File: src/rtl/operand_fetch_pkg.sv
// Shared constants for the operand-fetch stage: sizing defaults, R0 index,
// branch condition codes and the condition evaluator.
package operand_fetch_pkg;

  localparam int NREG = 16;
  localparam int AW   = 4;
  localparam int DW   = 32;

  localparam logic [AW-1:0] R0_IDX = 4'd0;

  // Condition codes evaluated against the WB flag outputs.
  localparam logic [3:0] COND_AL = 4'd0;   // always
  localparam logic [3:0] COND_EQ = 4'd1;   // Z
  localparam logic [3:0] COND_NE = 4'd2;   // !Z
  localparam logic [3:0] COND_MI = 4'd3;   // S
  localparam logic [3:0] COND_PL = 4'd4;   // !S
  localparam logic [3:0] COND_CS = 4'd5;   // C
  localparam logic [3:0] COND_CC = 4'd6;   // !C
  localparam logic [3:0] COND_VS = 4'd7;   // O
  localparam logic [3:0] COND_VC = 4'd8;   // !O
  localparam logic [3:0] COND_LT = 4'd9;   // S != O
  localparam logic [3:0] COND_GE = 4'd10;  // S == O
  localparam logic [3:0] COND_LE = 4'd11;  // Z | (S != O)
  localparam logic [3:0] COND_GT = 4'd12;  // !Z & (S == O)

  // Codes 13-15 are reserved and evaluate to "never".
  function automatic logic eval_cond(input logic [3:0] cond,
                                     input logic o, input logic s,
                                     input logic c, input logic z);
    logic res;
    case (cond)
      COND_AL: res = 1'b1;
      COND_EQ: res = z;
      COND_NE: res = ~z;
      COND_MI: res = s;
      COND_PL: res = ~s;
      COND_CS: res = c;
      COND_CC: res = ~c;
      COND_VS: res = o;
      COND_VC: res = ~o;
      COND_LT: res = s ^ o;
      COND_GE: res = ~(s ^ o);
      COND_LE: res = z | (s ^ o);
      COND_GT: res = ~z & ~(s ^ o);
      default: res = 1'b0;
    endcase
    return res;
  endfunction

endpackage

File: src/rtl/operand_fetch_regfile_2r1w.sv
// Architectural register file: two combinational read ports with WB bypass,
// one synchronous write port. R0 always reads as zero and is never stored.
module regfile_2r1w
  import operand_fetch_pkg::*;
#(
  parameter int P_NREG = NREG,
  parameter int P_AW   = AW,
  parameter int P_DW   = DW
) (
  input  logic              clk,
  input  logic              reset,
  input  logic              we,
  input  logic [P_AW-1:0]   waddr,
  input  logic [P_DW-1:0]   wdata,
  input  logic [P_AW-1:0]   ra,
  input  logic [P_AW-1:0]   rb,
  output logic [P_DW-1:0]   rdata_a,
  output logic [P_DW-1:0]   rdata_b
);

  logic [P_DW-1:0] regs_r [P_NREG];
  logic            wr_en_s;

  assign wr_en_s = we && (waddr != {P_AW{1'b0}});

  // Storage update: clear on reset, otherwise write the WB result (never R0).
  always_ff @(posedge clk) begin
    if (reset) begin
      for (int i = 0; i < P_NREG; i++) begin
        regs_r[i] <= {P_DW{1'b0}};
      end
    end else if (wr_en_s) begin
      regs_r[waddr] <= wdata;
    end else begin
      regs_r[waddr] <= regs_r[waddr];
    end
  end

  // Read ports: R0 is hard zero, a same-cycle WB write to the address wins.
  always_comb begin
    rdata_a = {P_DW{1'b0}};
    rdata_b = {P_DW{1'b0}};
    if (ra == {P_AW{1'b0}}) begin
      rdata_a = {P_DW{1'b0}};
    end else if (we && (waddr == ra)) begin
      rdata_a = wdata;
    end else begin
      rdata_a = regs_r[ra];
    end
    if (rb == {P_AW{1'b0}}) begin
      rdata_b = {P_DW{1'b0}};
    end else if (we && (waddr == rb)) begin
      rdata_b = wdata;
    end else begin
      rdata_b = regs_r[rb];
    end
  end

endmodule

File: src/rtl/operand_fetch.sv
// Operand fetch stage: register file read, destination/flag scoreboard,
// hazard stall toward decode, and branch condition evaluation.
module operand_fetch
  import operand_fetch_pkg::*;
(
  input  logic          CLK,
  input  logic          RESET,
  input  logic          id_valid,
  input  logic [AW-1:0] id_ra,
  input  logic [AW-1:0] id_rb,
  input  logic          id_use_ra,
  input  logic          id_use_rb,
  input  logic [AW-1:0] id_rd,
  input  logic          id_we_rd,
  input  logic          id_sets_flags,
  input  logic [3:0]    id_cond,
  input  logic          id_use_flags,
  output logic          id_stall,
  input  logic          wb_we,
  input  logic [AW-1:0] wb_addr,
  input  logic [DW-1:0] wb_data,
  input  logic          wb_flags_we,
  input  logic          rf_O,
  input  logic          rf_S,
  input  logic          rf_C,
  input  logic          rf_Z,
  output logic          of_valid,
  output logic [DW-1:0] of_a,
  output logic [DW-1:0] of_b,
  output logic [AW-1:0] of_rd,
  output logic          of_we_rd,
  output logic          of_cond_true
);

  logic [NREG-1:0] busy_r;
  logic [NREG-1:0] busy_nxt_s;
  logic [NREG-1:0] busy_eff_s;
  logic [NREG-1:0] wb_clr_s;
  logic [NREG-1:0] id_set_s;
  logic            flags_busy_r;
  logic            flags_busy_nxt_s;
  logic            flags_busy_eff_s;
  logic            stall_s;
  logic            accept_s;
  logic            cond_s;
  logic [DW-1:0]   rd_a_s;
  logic [DW-1:0]   rd_b_s;

  regfile_2r1w #(
    .P_NREG (NREG),
    .P_AW   (AW),
    .P_DW   (DW)
  ) u_regfile (
    .clk     (CLK),
    .reset   (RESET),
    .we      (wb_we),
    .waddr   (wb_addr),
    .wdata   (wb_data),
    .ra      (id_ra),
    .rb      (id_rb),
    .rdata_a (rd_a_s),
    .rdata_b (rd_b_s)
  );

  // Hazard detection: busy bits released by this cycle's WB no longer block.
  always_comb begin
    wb_clr_s = {NREG{1'b0}};
    if (wb_we) begin
      wb_clr_s[wb_addr] = 1'b1;
    end else begin
      wb_clr_s = {NREG{1'b0}};
    end
    busy_eff_s       = busy_r & ~wb_clr_s;
    busy_eff_s[0]    = 1'b0;
    flags_busy_eff_s = flags_busy_r && !wb_flags_we;
    stall_s = id_valid && ((id_use_ra    && busy_eff_s[id_ra]) ||
                           (id_use_rb    && busy_eff_s[id_rb]) ||
                           (id_we_rd     && busy_eff_s[id_rd]) ||
                           (id_use_flags && flags_busy_eff_s));
    accept_s = id_valid && !stall_s;
    cond_s   = id_use_flags ? eval_cond(id_cond, rf_O, rf_S, rf_C, rf_Z) : 1'b1;
  end

  assign id_stall = stall_s;

  // Scoreboard next state: WB clears, a newly accepted writer sets (set wins).
  always_comb begin
    id_set_s = {NREG{1'b0}};
    if (accept_s && id_we_rd && (id_rd != R0_IDX)) begin
      id_set_s[id_rd] = 1'b1;
    end else begin
      id_set_s = {NREG{1'b0}};
    end
    busy_nxt_s    = (busy_r & ~wb_clr_s) | id_set_s;
    busy_nxt_s[0] = 1'b0;
    if (accept_s && id_sets_flags) begin
      flags_busy_nxt_s = 1'b1;
    end else if (wb_flags_we) begin
      flags_busy_nxt_s = 1'b0;
    end else begin
      flags_busy_nxt_s = flags_busy_r;
    end
  end

  // Scoreboard registers; reset discards every pending write.
  always_ff @(posedge CLK) begin
    if (RESET) begin
      busy_r       <= {NREG{1'b0}};
      flags_busy_r <= 1'b0;
    end else begin
      busy_r       <= busy_nxt_s;
      flags_busy_r <= flags_busy_nxt_s;
    end
  end

  // Output register toward the ALU stage; payload holds when nothing is accepted.
  always_ff @(posedge CLK) begin
    if (RESET) begin
      of_valid     <= 1'b0;
      of_a         <= {DW{1'b0}};
      of_b         <= {DW{1'b0}};
      of_rd        <= {AW{1'b0}};
      of_we_rd     <= 1'b0;
      of_cond_true <= 1'b0;
    end else if (accept_s) begin
      of_valid     <= 1'b1;
      of_a         <= id_use_ra ? rd_a_s : {DW{1'b0}};
      of_b         <= id_use_rb ? rd_b_s : {DW{1'b0}};
      of_rd        <= id_rd;
      of_we_rd     <= id_we_rd;
      of_cond_true <= cond_s;
    end else begin
      of_valid     <= 1'b0;
    end
  end

endmodule

File: config.mk
export PLATFORM = sky130hd
export DESIGN_NAME = operand_fetch
export DESIGN_NICKNAME = d
export VERILOG_FILES = /design/src/rtl/operand_fetch_pkg.sv /design/src/rtl/operand_fetch_regfile_2r1w.sv /design/src/rtl/operand_fetch.sv
export SDC_FILE = /design/constraint.sdc
export NUM_CORES = 1
export LEC_CHECK = 0
export CORE_ASPECT_RATIO = 1.2
export CORE_MARGIN = 10
export CORE_UTILIZATION = 65
export DETAILED_ROUTE_END_ITERATION = 8
export PLACE_DENSITY = 0.92
export SYNTH_ARGS = -nofsm -noshare
export SYNTH_HDL_FRONTEND = slang
export SYNTH_SLANG_ARGS = --single-unit
File: constraint.sdc
create_clock -name CLK -period 8.1 [get_ports CLK]
set_clock_uncertainty 0.05 [all_clocks]
set_input_delay 2.43 -clock CLK [delete_from_list [all_inputs] [get_ports CLK]]
set_output_delay 2.43 -clock CLK [all_outputs]
set_load 0.1 [all_outputs]
==> flow_metrics.py, run 1 <==
metrics = {
    "run_status": {
        "status": "complete, no violations",
    },
    "floorplan": {
        "start_util_pct": 65.8,
        "core_area_um2": 48200,
        "fp.dieW_um": 222,
        "die_area_um2": 58100,
        "die_height_um": 262,
        "ios": 138,
        "rows": 88,
    },
    "synth": {
        "syn_avg_cell_area_um2": 14.6,
        "yosysSeqAreaShare_pct": 54.0,
        "synth_area_leaders": "edfxtp_1 48%, mux4_2 23%, and2_1 9.5%",
        "synthFlopType": "edfxtp_1",
        "yosysUniqueCellTypes": 63,
        "synth_edf_count": 512,
        "syn_area_um2": 31700,
        "yosys_warnings": 0,
        "synth_commonest_cells": "512 x edfxtp_1, 482 x and2_1, 320 x mux4_2",
        "async_flop_share_pct": 0,
        "ys_ff_latch": 599,
        "synth_top_area_share_pct": 48.5,
        "yosysTopAreaCell": "edfxtp_1",
        "synthCells": 2173,
        "yosysMostFrequentCell": "edfxtp_1",
    },
    "clocking": {
        "cts_buffers": 57,
        "postCtsSetupBuffers": 0,
        "cts.sinks": 599,
        "ctsHoldBuffers": 0,
        "path_clk_slew_ps": 60,
        "h-tree-depth": 2,
        "clk_path_buf_depth": 3,
        "postCtsResizedCells": 0,
        "cts_tree": "done",
        "cts-root-buf": "clkbuf_16",
        "worstSkewPairLatency_ps": 650,
    },
    "cells_and_area": {
        "nets": 2321,
        "fill_cells": 2605,
        "multi_input_area_um2": 14000,
        "ff_latch_area_um2": 17100,
        "finish.utilization_pct": 73.9,
        "syn_to_final_growth_pct": 12.4,
        "final_layout_size_suffix_gt1_share_pct": 25.3,
    },
    "critical_path": {
        "arrival_ps": 5200,
        "crit_required_ps": 5620,
        "cp-startpoint": "wb_addr[3]",
        "start_kind": "input pin",
        "end_kind": "output port",
        "r2r_slack_ps": 5380,
        "r2r-start": "busy_r[13]$_SDFF_PP0_",
        "ff2ff_path_depth": 7,
        "path_class": "input pin to output port",
        "critPathMaxFanout": 10,
        "rr_endpoint": "of_b[20]$_SDFFE_PP0N_",
    },
    "placed_design": {
        "place_hpwl_mm": 54.2,
        "port_buffers": 137,
        "gp_congestion": 0.881,
    },
    "hold_path": {
        "hold_end": "of_rd[2]$_SDFFE_PP0N_",
        "whs_path_depth": 2,
        "hold_class": "register to register",
        "worstHoldStart": "of_rd[2]$_SDFFE_PP0N_",
    },
    "sta": {
        "setup_viol": 0,
        "rsz0062_at_grt": "false",
        "period_minus_slack_ps": 7680,
        "worstMarginPinSlew_ps": 1280,
        "report.final.hold_viol_count": 0,
        "finalSetupTns_ps": 0,
        "slew_headroom_pct": 14.3,
        "slew_violations": 0,
        "max_freq_mhz": 130,
        "final.period_utilization_pct": 94.8,
    },
    "route": {
        "postRouteAntennaNets": 0,
        "vias": 21800,
        "drt_iter0_markers": 3530,
        "drc": 0,
        "dr.pass1.iters": 8,
        "routed_wl_mm": 99.2,
        "via_per_inst": 7.43,
        "routedWlPerCell_um": 33.8,
    },
    "grt": {
        "grt.overflow.total": 0,
        "grt_pass1_vias": 22700,
        "grt_max_degree": 77,
        "grt_pass1_wl_mm": 146,
        "grt_use_total_pct": 33.8,
        "antenna_found_initial": 4,
    },
    "pwr": {
        "power_leakage_nw": 12.3,
        "p_per_area_nw_per_um2": 208,
        "ir_worst_vdd_uv": 186,
    },
    "job": {
        "drv_cap": 0,
    },
}
[layer usage]
layer  vias to the layer above  part of all wire (%)  track usage (%)
met5                         -                 0.026                0
met4                         4                   6.9             20.6
met3                       546                    15             11.2
met2                      2285                    48             54.2
met1                     10600                    31             39.3
li1                       8364                     -                -
[critical path, cell delays in order]
cell and delay, ps:
clkdlybuf4s50_1 730, nand3_2 340, o21ai_0 550, nor2_1 100, nor4_1 370, nor4_2 140
o31a_1 340, buf_12 180
[power breakdown]
part,internal [mW],total (mW),switching (mW)
clock,1.46,2.70,1.24
combinational,0.448,1.10,0.650
sequential,3.53,3.64,0.108
total,5.43,7.43,2.00
[state kept, by name, summed over array words and instances (netlist names)]
name	count
of_b	32
u_regfile.regs_r	512
of_we_rd	1
flags_busy_r	1
busy_r	15
of_rd	4
of_cond_true	1
of_valid	1
of_a	32
[kinds of logic (layout without fill, tap and decap cells)]
group	Yosys count	count (layout)	share of synthesized area, %
DFF	599	599	54.0
AOI/OAI and AO/OA	158	158	3.30
and+or+nand+nor	796	796	14.3
other	1	33	0.0118
xor gates and xnor gates	9	9	0.248
buffers and inverters	213	313	2.81
muxes	397	397	25.4
[worst max-delay path by stage]
| stage | depth (start not counted) | end | slack, ps |
|---|---|---|---|
| 6_report | 8 | id_stall | 420 |
| 5_1_grt | 8 | id_stall | 230 |
| 4_1_cts | 8 | id_stall | 470 |
| 3_5_place_dp | 8 | id_stall | 490 |
| 3_3_place_gp | 8 | id_stall | 450 |
| 2_1_floorplan | 5 | id_stall | 1070 |
[final cells by class]
type | instances | share of cell area, %
Sequential cell | 599 | 48.0
Multi-Input combinational cell | 1392 | 39.4
Timing Repair Buffer | 198 | 5.14
Clock buffer | 71 | 4.32
Tap cell | 630 | 2.21
Clock inverter | 37 | 0.856
Inverter | 7 | 0.0737
Antenna cell | 1 | 0.00702
[layout by cell type (no fill, tap or decap), types with 16 or more instances in the layout]
cell type | synthesis | layout
a21oi_1 | 69 | 69
and2_1 | 482 | 482
buf_4 | 7 | 63
clkbuf_16 | 0 | 58
clkdlybuf4s50_1 | 0 | 127
conb_1 | 1 | 32
dfxtp_1 | 87 | 87
edfxtp_1 | 512 | 512
mux2_1 | 17 | 17
mux2_2 | 47 | 47
mux4_2 | 320 | 320
nand2_1 | 157 | 157
nor2_1 | 38 | 23
nor2b_1 | 73 | 73
o21ai_4 | 1 | 16
[per-stage QoR]
stage	power [mW]	setup slack [ps]	cells	hold WS, ps	cell area, um2
after global placement	4.69	451	2826	393	33800
after floorplan	4.40	1070	2204	412	31800
after global routing	7.57	225	2935	433	35700
after detailed placement	4.74	492	2826	403	33800
after CTS	7.39	475	2934	412	35700
final	7.43	418	2935	409	35700
Note: power is estimated with default switching activity, not from simulation.
==> run 2: changes to the inputs <==
--- a/config.mk
+++ b/config.mk
@@ -8,3 +8,3 @@
 export CORE_ASPECT_RATIO = 1.2
-export CORE_MARGIN = 10
+export CORE_MARGIN = 4
 export CORE_UTILIZATION = 65
--- a/constraint.sdc
+++ b/constraint.sdc
@@ -4,2 +4,2 @@
 set_output_delay 2.43 -clock CLK [all_outputs]
-set_load 0.1 [all_outputs]
+set_load 0.05 [all_outputs]
==> flow_metrics.py, run 2 (same netlist as run 1, synthesis figures left out) <==
metrics = {
    "clocking": {
        "cts.sinks": 599,
        "cts_buffers": 57,
        "ctsHoldBuffers": 0,
        "h-tree-depth": 2,
        "cts_tree": "done",
        "cts-root-buf": "clkbuf_16",
        "postCtsSetupBuffers": 0,
        "clk_path_buf_depth": 3,
        "postCtsResizedCells": 0,
        "worstSkewPairLatency_ps": 640,
        "path_clk_slew_ps": 60,
    },
    "cells_and_area": {
        "final_common_cell": "edfxtp_1",
        "syn_to_final_growth_pct": 12.6,
        "fin_cells": 2928,
        "final_layout_size_suffix_gt1_share_pct": 24.8,
        "largest_registers": "u_regfile.regs_r: 512 flops, of_a: 32 flops, of_b: 32 flops",
        "nets": 2313,
        "largest_reg_flops": 512,
        "layout_common_cells": "512 x edfxtp_1, 482 x and2_1, 320 x mux4_2",
        "stdcell_area_um2": 35700,
        "top_register": "u_regfile.regs_r",
        "fill_cells": 2699,
    },
    "critical_path": {
        "start_kind": "input pin",
        "critPathMaxFanout": 10,
        "arrival_ps": 5180,
        "path_class": "input pin to output port",
        "crit_chain": "clkdlybuf4s50_1 > nand3b_1 > o21ai_1 > o311ai_1 > o211ai_1 > a221oi_2 > o31a_1 > buf_12",
        "crit_required_ps": 5620,
        "end_kind": "output port",
        "cp_slowest_stage_delay_ps": 730,
        "cp_slowest_cell": "clkdlybuf4s50_1",
    },
    "placed_design": {
        "place_area_um2": 33800,
        "placed_cells": 2818,
        "gp_congestion": 0.877,
        "place_hpwl_mm": 54.7,
        "port_buffers": 137,
    },
    "pwr": {
        "pwr-share-comb_pct": 13.6,
        "switching_power_mw": 1.90,
        "ir_worst_vdd_uv": 163,
        "clkPwrFrac_pct": 37.6,
        "p_sw_share_pct": 25.4,
        "p_seq_share_pct": 48.7,
        "power_leakage_nw": 12.3,
        "p_per_area_nw_per_um2": 209,
        "p_int_mw": 5.57,
    },
    "run_status": {
        "violations": "max-capacitance violations, max-slew violations",
        "status": "finished with violations",
    },
    "grt": {
        "antenna_found_initial": 2,
        "grt.overflow.total": 0,
        "grt_pass1_vias": 23100,
        "grt_max_degree": 60,
        "grt_pass1_wl_mm": 148,
        "grt_use_total_pct": 38.4,
    },
    "sta": {
        "worstMarginPinSlew_ps": 1550,
        "slew_violations": 17,
        "finalSetupTns_ps": 0,
        "report.final.hold_viol_count": 0,
        "max_freq_mhz": 130,
        "setup_viol": 0,
        "slew_headroom_pct": -3.88,
        "final.period_utilization_pct": 94.6,
        "rsz0062_at_grt": "false",
        "period_minus_slack_ps": 7660,
    },
    "floorplan": {
        "rows": 88,
        "core_area_um2": 48200,
        "start_util_pct": 65.8,
        "die_height_um": 250,
        "die_area_um2": 52400,
        "fp.dieW_um": 210,
        "ios": 138,
    },
    "route": {
        "drc": 0,
        "dr.pass1.iters": 6,
        "routed_wl_mm": 101,
        "postRouteAntennaNets": 0,
        "vias": 22200,
        "via_per_inst": 7.56,
        "routedWlPerCell_um": 34.6,
        "drt_iter0_markers": 3687,
    },
    "job": {
        "drv_cap": 1,
    },
    "hold_path": {
        "hold_class": "register to register",
    },
}
run 2: changes by cell type in the layout (fill, tap and decap cells not counted), moves of 3 or more:
cell / before / now
buf_4: 63 / 56
clkbuf_8: 6 / 9
nor2_4: 0 / 12
clkinvlp_4: 7 / 1
clkbuf_1: 9 / 16
nor2_2: 15 / 3
clkinv_1: 10 / 5
bufinv_16: 3 / 6
run 2: cell type report:
cell class	count	area, um2	share of cell area, %
Sequential cell	599	17100	47.9
Inverter	7	26.3	0.0736
Tap cell	630	788	2.21
Antenna cell	2	5.00	0.0140
Clock buffer	82	1630	4.57
Multi-Input combinational cell	1392	14100	39.5
Clock inverter	26	292	0.816
Timing Repair Buffer	190	1760	4.93
run 2: worst max-delay path: cells and delay by family:
kind            cells  cell delay (ps)
compound gates      5             1420
buf+inv             2              890
simple gates        1              440
run 2: path summary, 6_finish.rpt:
path | depth (start not counted) | endpoint | slack [ps] | from
worst min register to register | 2 | of_rd[3]$_SDFFE_PP0N_ | 410 | of_rd[3]$_SDFFE_PP0N_
worst max register to register | 7 | of_a[29]$_SDFFE_PP0N_ | 5390 | busy_r[13]$_SDFF_PP0_
worst min-delay path | 2 | of_rd[3]$_SDFFE_PP0N_ | 410 | of_rd[3]$_SDFFE_PP0N_
worst max-delay path | 8 | id_stall | 440 | wb_addr[3]
run 2: metrics by stage:
stage,power [mW],utilization [%],hold slack (ps),setup slack [ps]
2_1_floorplan,4.32,-,412,1420
3_3_place_gp,4.61,70.1,391,552
3_5_place_dp,4.66,70.1,401,504
4_1_cts,7.41,74.1,409,488
5_1_grt,7.61,74.1,443,282
6_report,7.47,74.1,409,436
run 2: routing by layer:
| layer | track usage [%] | vias to the layer above | routed length (um) |
|---|---|---|---|
| met5 | 0 | - | 18 |
| li1 | - | 8347 | - |
| met4 | 23.6 | 2 | 7810 |
| met1 | 47.4 | 10800 | 30400 |
| met3 | 11.3 | 609 | 15200 |
| met2 | 60.2 | 2436 | 47800 |
run 2: power groups by stage:
stage	sequential [mW]	combinational (mW)	clock (mW)
5_1_grt	3.65	1.05	2.92
4_1_cts	3.63	0.995	2.79
3_5_place_dp	3.69	0.978	0
2_1_floorplan	3.72	0.602	0
3_3_place_gp	3.65	0.954	0
6_report	3.64	1.02	2.81
